$ cat src/rtl/ram_frame_reader.sv
// rtl/ram_frame_reader.sv - streams one WIDTHxHEIGHT frame from the frame RAM onto a pixel stream
// Optional pixel checksum output: define READER_CHECKSUM_EN.
module ram_frame_reader #(
   parameter int WIDTH  = 160,
   parameter int HEIGHT = 120,
   parameter int ADDR_W = 19,
   parameter int DATA_W = 8
) (
   input  logic              clk,
   input  logic              reset,
   input  logic              start,
   output logic              busy,
   output logic              done,
   output logic [ADDR_W-1:0] ram_rdaddr,
   output logic              ram_rden,
   input  logic [DATA_W-1:0] ram_q,
   output logic [DATA_W-1:0] pix_data,
   output logic              pix_valid,
   input  logic              pix_ready,
   output logic [7:0]        pix_x,
   output logic [6:0]        pix_y,
   output logic              pix_sof,
   output logic              pix_eol,
   output logic              pix_last
`ifdef READER_CHECKSUM_EN
   ,
   output logic [15:0]       checksum
`endif
);

   localparam int TOTAL = WIDTH * HEIGHT;

   typedef enum logic [1:0] {IDLE, RUN, DRAIN} state_t;

   state_t            state, next_state;
   logic [1:0]        count;
   logic [1:0]        occ;
   logic              inflight;
   logic              wr_ptr, rd_ptr;
   logic [DATA_W-1:0] buf0, buf1;
   logic              pop, start_acc, last_addr;

   assign pop       = pix_valid & pix_ready;
   assign start_acc = (state == IDLE) & start;
   assign last_addr = (ram_rdaddr == ADDR_W'(TOTAL - 1));
   // Slots committed after this cycle: buffered + in flight - popped; never exceeds 2.
   assign occ       = count + {1'b0, inflight} - {1'b0, pop};

   always_ff @(posedge clk or negedge reset) begin
      if (!reset) state <= IDLE;
      else        state <= next_state;
   end

   always_comb begin
      next_state = state;
      case (state)
         IDLE:    if (start) next_state = RUN;
         RUN:     if (ram_rden && last_addr) next_state = DRAIN;
         DRAIN:   if (pop && pix_last) next_state = IDLE;
         default: next_state = IDLE;
      endcase
   end

   always_comb begin
      busy     = (state != IDLE);
      ram_rden = (state == RUN) && !occ[1];
   end

   assign pix_valid = (count != 2'd0);
   assign pix_data  = rd_ptr ? buf1 : buf0;
   assign pix_sof   = pix_valid && (pix_x == 8'd0) && (pix_y == 7'd0);
   assign pix_eol   = pix_valid && (pix_x == 8'(WIDTH - 1));
   assign pix_last  = pix_eol && (pix_y == 7'(HEIGHT - 1));

   always_ff @(posedge clk or negedge reset) begin
      if (!reset) begin
         done       <= 1'b0;
         ram_rdaddr <= '0;
         inflight   <= 1'b0;
         count      <= 2'd0;
         wr_ptr     <= 1'b0;
         rd_ptr     <= 1'b0;
         buf0       <= '0;
         buf1       <= '0;
         pix_x      <= 8'd0;
         pix_y      <= 7'd0;
      end else begin
         done <= (state == DRAIN) && pop && pix_last;
         if (start_acc) begin
            ram_rdaddr <= '0;
            inflight   <= 1'b0;
            count      <= 2'd0;
            wr_ptr     <= 1'b0;
            rd_ptr     <= 1'b0;
            pix_x      <= 8'd0;
            pix_y      <= 7'd0;
         end else begin
            inflight <= ram_rden;
            count    <= occ;
            if (ram_rden && !last_addr)
               ram_rdaddr <= ram_rdaddr + 1'b1;
            if (inflight) begin
               if (wr_ptr) buf1 <= ram_q;
               else        buf0 <= ram_q;
               wr_ptr <= ~wr_ptr;
            end
            if (pop) begin
               rd_ptr <= ~rd_ptr;
               if (pix_eol) begin
                  pix_x <= 8'd0;
                  pix_y <= pix_last ? 7'd0 : pix_y + 7'd1;
               end else begin
                  pix_x <= pix_x + 8'd1;
               end
            end
         end
      end
   end

`ifdef READER_CHECKSUM_EN
   always_ff @(posedge clk or negedge reset) begin
      if (!reset)         checksum <= 16'd0;
      else if (start_acc) checksum <= 16'd0;
      else if (pop)       checksum <= checksum + 16'(pix_data);
   end
`endif

endmodule

$ cat config.mk
export PLATFORM = sky130hd
export DESIGN_NAME = ram_frame_reader
export DESIGN_NICKNAME = d
export VERILOG_FILES = /design/src/rtl/ram_frame_reader.sv
export SDC_FILE = /design/constraint.sdc
export NUM_CORES = 1
export LEC_CHECK = 0
export BUFFER_PORTS_ARGS = -buffer_cell sky130_fd_sc_hd__buf_2
export CAP_MARGIN = 40
export CORE_MARGIN = 2
export CORE_UTILIZATION = 50
export DETAILED_ROUTE_END_ITERATION = 10
export GPL_TIMING_DRIVEN = 0
export PLACE_DENSITY = 0.82
export SYNTH_ARGS = -nofsm -noshare
export SYNTH_HDL_FRONTEND = slang
export SYNTH_SLANG_ARGS = --single-unit
$ cat constraint.sdc
create_clock -name clk -period 2.4 [get_ports clk]
set_input_delay 0.48 -clock clk [delete_from_list [all_inputs] [get_ports clk]]
set_output_delay 0.48 -clock clk [all_outputs]
set_load 0.01 [all_outputs]
==> impl_metrics.json <==
{
  "synth-compound-area-share_pct": 10.23,
  "route.detailed.drc": 0,
  "fin_skew_ns": 0.01231,
  "rows": 28,
  "initial_core_util_pct": 51.53,
  "synth_mux_area_share_pct": 10.68,
  "final_common_cell": "buf_2",
  "cts_htree_levels": 3,
  "grt_pass1_wl_um": 11940,
  "worstMarginPinSlew_ns": 0.6600,
  "num_antenna_cells": 0,
  "fin_setup_tns_ns": 0,
  "dieWidth_um": 81.89,
  "core_area_um2": 5886,
  "synth-edff-count": 0,
  "syn2layout_area_growth_pct": 27.02,
  "async_flop_share_pct": 100.0,
  "synth-simple-area-share_pct": 22.85,
  "clkSinkCount": 58,
  "clock_path_buffers": 2,
  "whs_ns": 0.1680,
  "routed_wl_um": 7246,
  "power.density_nw_per_um2": 535.6,
  "yosys_warnings": 0,
  "fin_crit_sh_pct": 98.08,
  "synth_top_family_by_area": "simple AND/OR/NAND/NOR gates",
  "antenna_found_initial": 0,
  "instances_no_fill": 463,
  "slew_headroom_pct": 55.84,
  "worst-path-buf-inv": 2,
  "fillers": 459,
  "cts_made_buffers": 9,
  "cts_hold_buf": 0,
  "synth_cells": 297,
  "slowest_stage": "or3b_4",
  "dp.cells": 433,
  "drv_cap": 0,
  "antenna_left": 0,
  "synthesis.nets": 315,
  "overflow": 0,
  "hold_viol": 0,
  "layout_common_cells": "buf_2, dfrtp_1, nand2_1",
  "vias_per_cell": 5.670,
  "rsz0062_at_grt": "true",
  "drtIter0Drc": 198,
  "io_buffers": 60,
  "met3_usage_pct": 4.725,
  "crit_type": "flip-flop to output pin",
  "worstSetupStartpointType": "flip-flop",
  "cp-end-kind": "output pin",
  "place_congestion": 0.8429,
  "cts_tree": "built",
  "finalWorstSetupSlack_ns": 0.04616,
  "die_y_um": 81.89,
  "worst_ir_drop_vdd_v": 0.0003218,
  "clk_latency_ns": 0.34,
  "ios": 61,
  "fmax_mhz": 424.8,
  "place.detailed.hpwl_um": 4760,
  "path_cells": "ha_2, nand4_1, or3b_4, or2_4, inv_2, buf_6",
  "maxSlewViolCount": 0,
  "ys_seq_area_share_pct": 47.85,
  "place_ws_ns": -0.4869,
  "firstDrtPassIters": 4,
  "clkTransAtPathRegs_ns": 0.07,
  "cpPeakStageDelay_ns": 0.41,
  "post_dp_cell_area_um2": 3448,
  "stdcell_area_um2": 3852,
  "busiest_layer": "met2",
  "synthAdderAreaFrac_pct": 2.475,
  "ys_seq_elements": 58,
  "layout.nets": 401,
  "p_leak_nw": 1.930,
  "die_area_um2": 6705,
  "drive_gt1_share_pct": 35.57,
  "hold_class": "input port to async pin",
  "setup_viol": 0,
  "track_usage_pct": 23.22,
  "crit_family": "simple AND/OR/NAND/NOR gates",
  "netlist-cell-type-count": 44,
  "required_ns": 1.92,
  "grt_pass1_vias": 2486,
  "synth-main-ff-cell": "dfrtp_1",
  "wl_per_cell_um": 15.65,
  "synthesis.area_um2": 3033,
  "grt_start_max_net_pins": 32,
  "status": "complete, no violations",
  "min_period_ns": 2.354,
  "cts-root-buf": "clkbuf_8",
  "grt_use_met1_pct": 30.36,
  "synth-xor-area-share_pct": 2.310,
  "avgSynthCellArea_um2": 10.21,
  "vias": 2625,
  "cp.arrival_ns": 1.87,
  "cp_max_fo": 3,
  "met2_usage_pct": 37.48
}
state kept, by name (all words and copies together) (netlist names):
register    cells
count           2
ram_rdaddr     19
buf1            8
pix_y           7
inflight        1
buf0            8
rd_ptr          1
pix_x           8
wr_ptr          1
state           2
done            1
stage by stage:
stage               power [mW]  utilization (%)
floorplan               0.9981                -
global placement         1.028            58.25
detailed placement       1.033            58.59
CTS                      2.074            64.24
global route             2.123            65.45
finish                   2.063            65.45
final cells by class:
cell class / instances / area, um2 / share of cell area, %
timing repair buffer: 77 / 452.9 / 11.76
clock inverter: 4 / 73.82 / 1.916
clock buffer: 12 / 155.1 / 4.027
tap: 75 / 93.84 / 2.436
multi-input combinational: 215 / 1520 / 39.46
inverter: 12 / 47.55 / 1.234
sequential: 58 / 1453 / 37.71
buffer: 10 / 56.30 / 1.462
power by group:
group          switching [mW]  internal (mW)  leakage, nW
clock network           0.408          0.642        0.117
logic                  0.0246         0.0116         1.02
registers                   0          0.977        0.793
total                   0.432           1.63         1.93
per-layer routing:
metal / part of all wire (%) / wire (um)
met3: 5.8 / 418
met2: 49 / 3573
met1: 43 / 3109
met4: 2.0 / 144
met5: 0 / 0
repair_timing:
item                                    in CTS  in global routing
gates resized for setup                     13                  5
endpoints found under the setup margin      23                  2
endpoints found under the hold margin        0                  0
buffers inserted                             9                  7
pin swaps                                    1                  4
worst paths after layout:
kind	cells past startpoint	endpoint	start	slack [ns]
max	6	pix_last	pix_y[0]	0.05
max in group asynchronous	2	buf1[3]	reset	1.63
min reg2reg	1	buf1[5]	buf1[5]	0.50
min	1	ram_rdaddr[3]	reset	0.17
min in group clk	2	buf1[5]	ram_q[5]	0.39
max reg2reg	5	ram_rdaddr[2]	ram_rdaddr[12]	0.20
synth_stat cells, types with 2 or more instances:
master / instances / area share (%)
a211oi_1: 2 / 0.49
a21oi_1: 21 / 3.5
a311oi_1: 4 / 1.2
a31oi_1: 6 / 1.2
and2_1: 6 / 1.2
and3_1: 6 / 1.2
and4_1: 3 / 0.87
buf_6: 2 / 0.74
clkbuf_1: 9 / 1.1
dfrtp_1: 58 / 48
ha_1: 6 / 2.5
inv_1: 11 / 1.4
mux2_2: 24 / 8.9
mux2i_1: 4 / 1.3
nand2_1: 25 / 3.1
nand2b_1: 2 / 0.41
nand3_1: 17 / 2.8
nand4_1: 5 / 1.0
nor2_1: 20 / 2.5
nor2b_1: 3 / 0.62
nor3_1: 6 / 0.99
nor3_2: 2 / 0.66
nor4_1: 4 / 0.82
o21ai_0: 4 / 0.66
o31ai_1: 10 / 2.5
or3_1: 2 / 0.41
or4_1: 12 / 3.0
xnor2_1: 2 / 0.58
xor2_1: 6 / 1.7
cells by family after synthesis:
family          after synthesis
mux                          29
xor+xnor                      8
flops                        58
buf+inv                      24
compound gates               50
fa+ha+maj                     6
simple gates                122
No activity file was read; power rests on OpenSTA's default activity.
